[src/rtl/mm_acc_if.sv]
// Purpose : stream bundle between the product source, mm_acc and result writeback.
// Latency : none, wires only.
// Backpr. : in_* is valid/ready from the source; out_* is valid/ready to the writeback.
//
// Signals (named from the accumulator's point of view):
//   in_valid_i/in_ready_o/in_q_i/in_last_i : sign-magnitude product beats, last closes a packet
//   out_valid_o/out_ready_i                : packet result handshake
//   out_acc_o/out_cnt_o/out_ovf_o          : packet sum, beat count, sticky overflow
// Modports: master = stream producer/consumer side, slave = the accumulator.
interface mm_acc_if #(
    parameter int DW = 8,
    parameter int AW = 32,
    parameter int CW = 8
);
    logic            in_valid_i;
    logic            in_ready_o;
    logic [2*DW:0]   in_q_i;
    logic            in_last_i;
    logic            out_valid_o;
    logic            out_ready_i;
    logic [AW-1:0]   out_acc_o;
    logic [CW-1:0]   out_cnt_o;
    logic            out_ovf_o;

    modport master (
        output in_valid_i, in_q_i, in_last_i, out_ready_i,
        input  in_ready_o, out_valid_o, out_acc_o, out_cnt_o, out_ovf_o
    );

    modport slave (
        input  in_valid_i, in_q_i, in_last_i, out_ready_i,
        output in_ready_o, out_valid_o, out_acc_o, out_cnt_o, out_ovf_o
    );
endinterface

[src/rtl/mm_acc.sv]
// Purpose : converts sign-magnitude products to two's complement and sums each packet.
// Latency : result valid the cycle after the last beat is accepted.
// Backpr. : no beats taken while a result is held; 1-cycle bubble per packet.
//
// Ports:
//   clk_i  : clock, rising edge
//   rst_ni : asynchronous active-low reset
//   clr_i  : synchronous clear, drops partial sum and any pending result
//   bus    : mm_acc_if.slave, input product stream and output result stream
// Build option: define MM_ACC_SAT_EN to clamp each add to the signed AW range
// instead of wrapping modulo 2^AW.
module mm_acc #(
    parameter int DW = 8,
    parameter int AW = 32,
    parameter int CW = 8
) (
    input  logic       clk_i,
    input  logic       rst_ni,
    input  logic       clr_i,
    mm_acc_if.slave    bus
);

    // The accumulator must hold a full-magnitude product plus its sign.
    if (AW < 2*DW+1) begin : g_bad_aw
        $error("mm_acc: AW must be >= 2*DW+1");
    end

    typedef enum logic {
        ST_ACC  = 1'b0,
        ST_HOLD = 1'b1
    } state_t;

    localparam logic [AW-1:0] ACC_MAX = {1'b0, {(AW-1){1'b1}}};
    localparam logic [AW-1:0] ACC_MIN = {1'b1, {(AW-1){1'b0}}};

    state_t          r_state;
    state_t          w_state_nxt;
    logic            w_in_rdy;
    logic            w_out_vld;
    logic            w_beat;
    logic            w_close;

    logic [AW-1:0]   r_acc;
    logic [CW-1:0]   r_cnt;
    logic            r_ovf;
    logic [AW-1:0]   r_out_acc;
    logic [CW-1:0]   r_out_cnt;
    logic            r_out_ovf;

    logic [AW-1:0]   w_mag_ext;
    logic [AW-1:0]   w_value;
    logic [AW-1:0]   w_sum_raw;
    logic [AW-1:0]   w_sum;
    logic            w_add_ovf;
    logic [CW-1:0]   w_cnt_inc;

    // ------------------------------------------------------------------
    // Control FSM
    // ------------------------------------------------------------------
    always_ff @(posedge clk_i or negedge rst_ni) begin
        if (!rst_ni) begin
            r_state <= ST_ACC;
        end else begin
            r_state <= w_state_nxt;
        end
    end

    always_comb begin
        w_state_nxt = r_state;
        w_in_rdy    = 1'b0;
        w_out_vld   = 1'b0;
        w_beat      = 1'b0;
        w_close     = 1'b0;
        case (r_state)
            ST_ACC: begin
                w_in_rdy = 1'b1;
                // A beat coinciding with clr is thrown away.
                if (bus.in_valid_i && !clr_i) begin
                    w_beat = 1'b1;
                    if (bus.in_last_i) begin
                        w_close     = 1'b1;
                        w_state_nxt = ST_HOLD;
                    end
                end
            end
            ST_HOLD: begin
                w_out_vld = 1'b1;
                if (bus.out_ready_i) begin
                    w_state_nxt = ST_ACC;
                end
            end
            default: begin
                w_state_nxt = ST_ACC;
            end
        endcase
        // Clear beats both the last flag and the output handshake.
        if (clr_i) begin
            w_state_nxt = ST_ACC;
        end
    end

    // ------------------------------------------------------------------
    // Datapath
    // ------------------------------------------------------------------
    always_comb begin
        w_mag_ext = {{(AW-2*DW){1'b0}}, bus.in_q_i[2*DW-1:0]};
        // Negative zero negates to zero, so no special case is needed.
        w_value   = bus.in_q_i[2*DW] ? (ACC_MIN ^ ACC_MIN) - w_mag_ext : w_mag_ext;
        w_sum_raw = r_acc + w_value;
        // Signed overflow: operands agree in sign, result disagrees.
        w_add_ovf = (r_acc[AW-1] == w_value[AW-1]) && (w_sum_raw[AW-1] != r_acc[AW-1]);
`ifdef MM_ACC_SAT_EN
        // Clamp toward the side the operands were on; later adds start from the clamp.
        if (w_add_ovf) begin
            w_sum = r_acc[AW-1] ? ACC_MIN : ACC_MAX;
        end else begin
            w_sum = w_sum_raw;
        end
`else
        w_sum = w_sum_raw;
`endif
        w_cnt_inc = (r_cnt == {CW{1'b1}}) ? r_cnt : r_cnt + CW'(1);
    end

    always_ff @(posedge clk_i or negedge rst_ni) begin
        if (!rst_ni) begin
            r_acc     <= '0;
            r_cnt     <= '0;
            r_ovf     <= 1'b0;
            r_out_acc <= '0;
            r_out_cnt <= '0;
            r_out_ovf <= 1'b0;
        end else if (clr_i) begin
            // Result registers keep their value; they are don't-care once
            // out_valid drops.
            r_acc <= '0;
            r_cnt <= '0;
            r_ovf <= 1'b0;
        end else if (w_close) begin
            r_out_acc <= w_sum;
            r_out_cnt <= w_cnt_inc;
            r_out_ovf <= r_ovf | w_add_ovf;
            r_acc     <= '0;
            r_cnt     <= '0;
            r_ovf     <= 1'b0;
        end else if (w_beat) begin
            r_acc <= w_sum;
            r_cnt <= w_cnt_inc;
            r_ovf <= r_ovf | w_add_ovf;
        end
    end

    // All outputs come straight from state or registers.
    assign bus.in_ready_o  = w_in_rdy;
    assign bus.out_valid_o = w_out_vld;
    assign bus.out_acc_o   = r_out_acc;
    assign bus.out_cnt_o   = r_out_cnt;
    assign bus.out_ovf_o   = r_out_ovf;

endmodule

[src/flat_wrapper.sv]
// flat-port wrapper written by rule: the top's interface ports become plain ports
module mm_acc_flat 
#(
    parameter int DW = 8,
    parameter int AW = 32,
    parameter int CW = 8
)
  (clk_i, rst_ni, clr_i, bus_in_valid_i, bus_in_q_i, bus_in_last_i, bus_out_ready_i, bus_in_ready_o, bus_out_valid_o, bus_out_acc_o, bus_out_cnt_o, bus_out_ovf_o);
  mm_acc_if #(.DW(DW), .AW(AW), .CW(CW)) bus_i ();
  input  logic clk_i;
  input  logic rst_ni;
  input  logic clr_i;
  input wire logic [$bits(bus_i.in_valid_i)-1:0] bus_in_valid_i;
  input wire logic [$bits(bus_i.in_q_i)-1:0] bus_in_q_i;
  input wire logic [$bits(bus_i.in_last_i)-1:0] bus_in_last_i;
  input wire logic [$bits(bus_i.out_ready_i)-1:0] bus_out_ready_i;
  output wire logic [$bits(bus_i.in_ready_o)-1:0] bus_in_ready_o;
  output wire logic [$bits(bus_i.out_valid_o)-1:0] bus_out_valid_o;
  output wire logic [$bits(bus_i.out_acc_o)-1:0] bus_out_acc_o;
  output wire logic [$bits(bus_i.out_cnt_o)-1:0] bus_out_cnt_o;
  output wire logic [$bits(bus_i.out_ovf_o)-1:0] bus_out_ovf_o;
  assign bus_i.in_valid_i = bus_in_valid_i;
  assign bus_i.in_q_i = bus_in_q_i;
  assign bus_i.in_last_i = bus_in_last_i;
  assign bus_i.out_ready_i = bus_out_ready_i;
  assign bus_in_ready_o = bus_i.in_ready_o;
  assign bus_out_valid_o = bus_i.out_valid_o;
  assign bus_out_acc_o = bus_i.out_acc_o;
  assign bus_out_cnt_o = bus_i.out_cnt_o;
  assign bus_out_ovf_o = bus_i.out_ovf_o;
  mm_acc #(.DW(DW), .AW(AW), .CW(CW)) u_core (.clk_i(clk_i), .rst_ni(rst_ni), .clr_i(clr_i), .bus(bus_i));
endmodule
[config.mk]
export PLATFORM = sky130hd
export DESIGN_NAME = mm_acc_flat
export DESIGN_NICKNAME = d
export VERILOG_FILES = /design/src/rtl/mm_acc_if.sv /design/src/rtl/mm_acc.sv /design/src/flat_wrapper.sv
export SDC_FILE = /design/constraint.sdc
export NUM_CORES = 1
export LEC_CHECK = 0
export CAP_MARGIN = 0
export CORE_MARGIN = 2
export CORE_UTILIZATION = 45
export DETAILED_ROUTE_END_ITERATION = 10
export PLACE_DENSITY_LB_ADDON = 0.3
export SYNTH_ARGS = -nofsm -noshare
export SYNTH_HDL_FRONTEND = slang
export SYNTH_SLANG_ARGS = --single-unit
[constraint.sdc]
create_clock -name clk_i -period 4.94 [get_ports clk_i]
set_input_delay 0.494 -clock clk_i [delete_from_list [all_inputs] [get_ports clk_i]]
set_output_delay 0.494 -clock clk_i [all_outputs]
set_load 0.02 [all_outputs]
== Yosys cells after proc, flatten, opt, wreduce, memory -nomap -nowiden ==
Cells that the tools add are included.
W data, S select, Z words.

* Bits in registers: 83
* Input port bits: 23
* Output and inout port bits: 43
* Word-level logic and storage cells: 42

* Add/subtract/negate cells: 3
* Eq/ne operators: 3
* Muxes and demuxes: 21
* Bitwise gates (word level): 3
* Reductions and logical operators: 5

{| class="wikitable"
|+ Operators by type and width
! operator !! count
|-
| $mux W32 || 4
|-
| $add A32 B32 Y32 || 1
|-
| $mux W8 || 4
|-
| $sub A1 B16 Y17 const A || 1
|-
| $mux W1 || 12
|-
| $add A8 B1 Y8 const B || 1
|-
| $eq A8 B8 Y1 const B || 1
|-
| $reduce_bool A3 Y1 || 1
|-
| $logic_and A1 B1 Y1 || 2
|-
| $not A1 Y1 || 2
|-
| $pmux W1 S2 || 1
|-
| $reduce_and A2 Y1 || 1
|-
| $eq A1 B1 Y1 || 1
|-
| $logic_not A1 Y1 || 1
|-
| $ne A1 B1 Y1 || 1
|-
| $or A1 B1 Y1 || 1
|}

== Longest topological paths before layout ==
Gate-level depths: netlist (run 1).

* Depth after elaboration: 9
* Mapped depth: 17
* Gate-level depth less buffers: 16

== Worst setup path before layout (run 1) ==
OpenSTA, ideal clock, no wires.

* Path type: input-to-reg
* From: in bus_in_q_i[1]
* To: reg u_core.r_acc[31]
* Setup time: 0.119 ns
* Arrival time: 3.940 ns
* Data required time: 4.821 ns
* Slack: 0.882 ns
* Cell stages on the path: 16
* Buffers on the path: 0
* Cell sequence: inv_1 ha_1 nor3b_1 nand2_1 or3_4 o31ai_4 inv_1 ha_1 a21oi_1 o21ai_0 a31o_2 nor3b_1 a21oi_1 mux2_2 o21ai_1 a21bo_1

* Cells in the longest elaborated chain, start to end: 6

{| class="wikitable"
|+ RTL lines
! item !! line !! text
|-
| start, declared || flat_wrapper.sv:14 || <nowiki>input wire logic [$bits(bus_i.in_q_i)-1:0] bus_in_q_i;</nowiki>
|-
| $sub A1 B16 Y17 || mm_acc.sv:108 || <nowiki>w_value = bus.in_q_i[2*DW] ? (ACC_MIN ^ ACC_MIN) - w_mag_ext : w_mag_ext;</nowiki>
|-
| $mux W32 (*) || mm_acc.sv:108 ||
|-
| $add A32 B32 Y32 (*) || mm_acc.sv:109 || <nowiki>w_sum_raw = r_acc + w_value;</nowiki>
|-
| $mux W32 (*) || mm_acc.sv:146 || <nowiki>end else if (w_beat) begin</nowiki>
|-
| $mux W32 (*) || mm_acc.sv:139 || <nowiki>end else if (w_close) begin</nowiki>
|-
| $mux W32 (*) || mm_acc.sv:133 || <nowiki>end else if (clr_i) begin</nowiki>
|-
| end signal, assigned || mm_acc.sv:147 || <nowiki>r_acc <= w_sum;</nowiki>
|-
| end, declared || mm_acc.sv:43 || <nowiki>logic [AW-1:0] r_acc;</nowiki>
|}

Mark *: on every way between the ends. The rest lies on a longest branch, timed or not. The select of a mux whose other input is x is not followed.
A chain may end at the register's enable or synchronous reset.

== Worst setup path after layout (run 1) ==
* From: in bus_in_q_i[0]
* To: reg u_core.r_acc[31]

Same word-level chain as after synthesis.

==> results of run 1 <==
==> state kept, by name (all words and copies together) (netlist names) <==
register,flops
u_core.bus.out_acc_o,32
u_core.bus.out_cnt_o,8
u_core.bus.out_ovf_o,1
u_core.r_acc,32
u_core.r_cnt,8
u_core.r_ovf,1
u_core.r_state,1
==> per-layer routing <==
| layer | up-vias | wire length, um | track usage (%) |
|---|---|---|---|
| li1 | 2266 | - | - |
| met1 | 2175 | 5470 | 26.5 |
| met2 | 117 | 5770 | 33.3 |
| met3 | 16 | 602 | 3.81 |
| met4 | 0 | 176 | 6.75 |
| met5 | - | 0 | 0 |
==> repair_timing <==
item                                    in CTS  in global routing
hold endpoints to repair                     0                  0
gates resized for setup                      0                  3
endpoints found under the setup margin       0                  2
buffers inserted                             0                  4
==> cells by family after synthesis <==
group | after synthesis | share of synthesized area, %
multiplexers | 5 | 1.03
AO/OA/AOI/OAI | 192 | 22.5
buffers and inverters | 40 | 2.93
flip-flops | 83 | 39.8
adder cells (fa/ha/maj) | 34 | 8.30
AND/OR/NAND/NOR | 202 | 17.8
XOR/XNOR | 44 | 7.65
==> cells in the final DEF (no fill, tap or decap), types with 7 or more instances in the layout <==
cell type        count
a21oi_1             37
inv_1               14
xnor2_1             31
nand3_1             13
clkbuf_16            9
buf_4               11
o31ai_1              8
xor2_1              12
a21o_1               9
nand2_1            102
clkdlybuf4s50_1     64
nand4_1              7
o21ai_0             90
nor3_1              11
nor2_1              29
nand2b_1             7
dfrtp_1             83
ha_1                33
==> how the worst min path moves through the flow <==
stage,endpoint,slack (ns)
floorplan,u_core.bus.out_acc_o[0]$_DFFE_PN0P_,0.20
global placement,u_core.bus.out_acc_o[26]$_DFFE_PN0P_,0.46
detailed placement,u_core.bus.out_cnt_o[6]$_DFFE_PN0P_,0.47
finish,u_core.bus.out_acc_o[21]$_DFFE_PN0P_,0.34
global route,u_core.r_acc[7]$_DFFE_PN0P_,0.45
CTS,u_core.bus.out_acc_o[21]$_DFFE_PN0P_,0.39
==> layout make-up <==
cell class | count | area [um2]
Clock buffer | 11 | 243
Tap cell | 143 | 179
Timing Repair Buffer | 75 | 723
Fill cell | 1028 | 5050
Sequential cell | 83 | 2080
Clock inverter | 5 | 38.8
Inverter | 15 | 60.1
Multi-Input combinational cell | 477 | 3000
==> stage by stage <==
stage          hold WS, ns  util [%]  setup slack, ns
2_1_floorplan        0.198         -            0.882
3_5_place_dp         0.466      52.7          0.00516
5_1_grt              0.454      55.6          0.00533
4_1_cts              0.389      55.2            0.361
3_3_place_gp         0.462      52.7            0.193
6_report             0.339      55.6            0.395
==> where the power goes <==
group	internal [uW]	leakage (uW)	switching, uW
logic	302	0.00158	380
clock network	356	0.000136	275
registers	775	0.00109	54.5
total	1430	0.00281	709
==> worst reg2reg max path: stages, from the launching register on <==
cell and delay (ns):
dfrtp_1 0.35, ha_1 0.19, inv_1 0.06, fa_1 0.40, nand2b_1 0.22, a2111oi_2 0.42, a211oi_2 0.16, o211ai_2 0.23
a21oi_2 0.12, o21ba_1 0.26, or4_1 0.53, nand3_1 0.08
==> results.toml, run 1 <==
[clock_network]
clock_latency_reported_for_the_late_side_of_the_worst_skew_pair_ns = 0.34
cts-buffers-inserted = 9
numClockSinks = 83
clock_tree.root_cell = "clkbuf_16"
cts_tree = "done"
h_tree_level_count = 3
clk_pin_slew_ns = 0.06
clock_tree.buffer_depth = 2
postCtsHoldBufs = 0

[sta]
sum_of_negative_setup_slack_ns = 0
fmax_mhz = 220
finalSetupViolations = 0
max_slew_margin_pct = 28.7
timing.final.crit_share_pct = 92.0
final-hold-violation-count = 0
skew_ns = 0.00802
min_period_ns = 4.55
rsz0062_at_grt = "false"
worst_pin_slew_ns = 1.07
slew_viol_final = 0

[route]
detail_route_antenna_nets = 0
drt-wirelength-per-cell_um = 14.9
dr_total_vias = 4574
vias_per_cell = 5.65
drt-pass1-iter-count = 5
wl_um = 12000
detail_route.iter0.violations = 302
drt_drc_violations_left = 0

[global_routing]
grt_start_max_net_pins = 84
overflow_left_after_global_routing = 0
initial_antenna_violation_count = 0
grt_first_pass_wirelength_um = 20700
grt_use_total_pct = 20.0
vias_in_the_first_global_route = 4439

[synthesis]
number_of_enable_flip_flop_cells_after_synthesis = 0
yosysMostFrequentCell = "nand2_1"
synth_area_leaders = "dfrtp_1, o21ai_0, ha_1, nand2_1, xnor2_1"
mappedNetlistNets = 657
yosysUniqueCellTypes = 60
synth_ff_type = "dfrtp_1"
synthDominantAreaCellType = "dfrtp_1"
syn-mean-instance-area_um2 = 8.69
synth.yosys.warnings = 0
asyncSetResetFlopFracSynth_pct = 100
synthCells = 600
ys_top_cells_by_count = "nand2_1, o21ai_0, dfrtp_1, a21oi_1, ha_1"
synthesis.area_um2 = 5220
synth_top_area_share_pct = 39.8
synth_seq_cells = 83
synth_sequential_area_ratio_pct = 39.8

[place]
dp.cells = 789
hpwl_um = 8730
dpl_cell_area_um2 = 6000
port_buf_inserts = 65
gp_routability_congestion = 0.887

[critical_path]
setup_crit_end_kind = "register"
worst-setup-path-type = "in2reg"
critical_path.reg2reg.startpoint = "u_core.r_acc[0]$_DFFE_PN0P_"
timing.critical_path.to = "u_core.r_acc[31]$_DFFE_PN0P_"
cp_top_family = "compound AO/OA/AOI/OAI gates"
setup.worst_path.start = "bus_in_q_i[0]"
cp.arrival_ns = 4.77
setup_slack_reg_to_reg_ns = 1.85
crit_required_ns = 5.17
start_kind = "primary input"
regToRegEndpoint = "u_core.r_acc[28]$_DFFE_PN0P_"
crit_buf_inv = 4
cp_cell_sequence = "clkdlybuf4s50_1, inv_1, ha_1, nor3b_1, nand2_1, or3_4, o31ai_4, clkinvlp_4, buf_4, ha_1, a21oi_1, o21ai_0, a31o_2, nor3b_1, a21oi_2, mux2_2, o21ai_1, a21bo_1"
crit_path_top_delay_cell = "clkdlybuf4s50_1"
worstPathMaxFanout = 9
cp.depth = 18
worst_r2r_path_depth = 11
critical-path-max-stage-delay_ns = 0.47

[layout]
layout.cell_area.non_filler_um2 = 6320
syn2layout_area_growth_pct = 21.3
final-instance-count-excl-fill = 809
drive_above_1_share_pct = 7.06
antenna-diode-count = 0
layout.nets = 718

[die]
die_area_um2 = 12500
core.rowCount = 39
io-pin-count = 66
fp.coreArea_um2 = 11400
floorplan.initialDensity_pct = 45.9
die_height_um = 112
dieWidth_um = 112

[power_and_ir_drop]
power.leakage_uw = 0.00281
vdd_drop_max_v = 0.000181
power_density_nw_per_um2 = 339
overall_power_uw = 2140

[outcome]
outcome = "complete, no violations"

[flow_run]
maxCapViolCount = 0

[hold_path]
holdCritPathClass = "in2async"
(Power assumes the default switching activity.)
==> run 2, diff against run 1 <==
RECOVER_POWER = 25   (was not set)
==> results.toml, run 2 (synthesized netlist as in run 1, its figures left out) <==
[layout]
layout.nets = 718
final_cell_mix = "nand2_1, o21ai_0, dfrtp_1"
n_fill_cell = 1029
commonest_non_fill_non_tap_cell_in_the_layout = "nand2_1"
antenna-diode-count = 0
syn2layout_area_growth_pct = 21.2
drive_above_1_share_pct = 7.06

[flow_run]
maxCapViolCount = 1

[die]
core.rowCount = 39
die_height_um = 112
dieWidth_um = 112
floorplan.initialDensity_pct = 45.9
die_area_um2 = 12500
io-pin-count = 66
fp.coreArea_um2 = 11400

[clock_network]
clk_pin_slew_ns = 0.06
clock_tree.root_cell = "clkbuf_16"
h_tree_level_count = 3
cts-buffers-inserted = 9
clock_tree.buffer_depth = 2
numClockSinks = 83
clock_latency_reported_for_the_late_side_of_the_worst_skew_pair_ns = 0.34
cts_tree = "done"
postCtsHoldBufs = 0

[sta]
slew_viol_final = 84
max_slew_margin_pct = -36.8
skew_ns = 0.00802
min_period_ns = 4.55
timing.final.crit_share_pct = 92.0
finalSetupViolations = 0
fmax_mhz = 220
whs_ns = 0.475
final-hold-violation-count = 0
sum_of_negative_setup_slack_ns = 0
fin_ws_ns = 0.394
rsz0062_at_grt = "false"
worst_pin_slew_ns = 2.05

[hold_path]
worst_hold_path.num_cells = 2
holdCritPathClass = "reg2reg"

[place]
port_buf_inserts = 65
hpwl_um = 8730
dpl_worst_slack_ns = 0.00516
gp_routability_congestion = 0.887

[critical_path]
start_kind = "primary input"
cp.arrival_ns = 4.77
cp.depth = 18
worstPathMaxFanout = 9
setup_crit_end_kind = "register"
worst-setup-path-type = "in2reg"
cp_cell_sequence = "clkdlybuf4s50_1, inv_1, ha_1, nor3b_1, nand2_1, or3_4, o31ai_4, clkinvlp_4, buf_4, ha_1, a21oi_1, o21ai_0, a31o_2, nor3b_1, a21oi_2, mux2_2, o21ai_1, a21bo_1"
crit_required_ns = 5.17
crit_buf_inv = 4
cp_top_family = "compound AO/OA/AOI/OAI gates"
crit_path_top_delay_cell = "clkdlybuf4s50_1"
critical-path-max-stage-delay_ns = 0.47
worst_r2r_path_depth = 11

[route]
vias_per_cell = 5.65
drt-wirelength-per-cell_um = 14.8
detail_route_antenna_nets = 0
wl_um = 12000
dr_total_vias = 4572
drt_drc_violations_left = 0
detail_route.iter0.violations = 302
drt-pass1-iter-count = 5

[global_routing]
overflow_left_after_global_routing = 0
initial_antenna_violation_count = 0
vias_in_the_first_global_route = 4439
grt_first_pass_wirelength_um = 20700
grt_start_max_net_pins = 84
grt_use_total_pct = 20.0

[power_and_ir_drop]
power_density_nw_per_um2 = 339
power.leakage_uw = 0.00281
vdd_drop_max_v = 0.000181

[outcome]
failing_checks = "max-capacitance violations, max-slew violations"
outcome = "finished with violations"
run 2: changes by cell type in the layout (fill, tap and decap cells not counted):
cell / change
clkbuf_2: +1
buf_4: -1
run 2: metrics by stage:
stage                     utilization [%]  area (um2)  total power [uW]  std cells
after floorplan                         -        5220              1240        600
after global placement               52.7        6000              1510        789
after detailed placement             52.7        6000              1520        789
after CTS                            55.2        6280              2160        805
after global routing                 55.6        6320              2270        809
final                                55.6        6320              2140        809
run 2: power breakdown:
part	internal, uW	total [uW]	switching [uW]
clock network	356	630	274
registers	775	830	54.4
logic	302	682	380
run 2: area by class of cell:
| type | instances | area (um2) | share of cell area, % |
|---|---|---|---|
| well taps | 143 | 179 | 2.83 |
| clock buffers | 11 | 243 | 3.84 |
| repair buffers | 75 | 721 | 11.4 |
| clock inverters | 5 | 38.8 | 0.614 |
| inverters | 15 | 60.1 | 0.950 |
| multi-input cells | 477 | 3000 | 47.5 |
| flip-flops and latches | 83 | 2080 | 32.9 |
run 2: repair_timing:
| item | 4_1_cts | 5_1_grt |
|---|---|---|
| gates resized for setup | 0 | 3 |
| buffers inserted | 0 | 4 |
| endpoints found under the setup margin | 0 | 2 |
run 2: path summary, 6_finish.rpt:
| kind | start | end | slack, ns |
|---|---|---|---|
| max | bus_in_q_i[0] | u_core.r_acc[31]$_DFFE_PN0P_ | 0.39 |
| max in group asynchronous | rst_ni | u_core.r_acc[30]$_DFFE_PN0P_ | 2.98 |
| min | u_core.bus.out_cnt_o[6]$_DFFE_PN0P_ | u_core.bus.out_cnt_o[6]$_DFFE_PN0P_ | 0.48 |
| max reg2reg | u_core.r_acc[0]$_DFFE_PN0P_ | u_core.r_acc[28]$_DFFE_PN0P_ | 1.84 |
| min reg2reg | u_core.bus.out_cnt_o[6]$_DFFE_PN0P_ | u_core.bus.out_cnt_o[6]$_DFFE_PN0P_ | 0.48 |
| min in group asynchronous | rst_ni | u_core.bus.out_acc_o[21]$_DFFE_PN0P_ | 0.74 |
run 2: layer usage:
layer	GRT usage, %	share of wire, %	wire [um]
met1	26.5	45	5400
met2	33.3	48	5750
met3	3.81	5.5	659
met4	6.75	1.5	176
met5	0	0	0
run 2: worst register-to-register path: cells and delay by family (launching register included):
family | cells | cell delay (ns)
simple gates | 3 | 0.83
compound gates | 5 | 1.19
buf+inv | 1 | 0.06
fa+ha+maj | 2 | 0.59
flops | 1 | 0.35
==> run 3, diff against run 2 <==
ABC_CLOCK_PERIOD_IN_PS = 4940   (was not set)
==> results of run 3 <==
The final DEF is identical to that of run 2; final timing and power are the same.
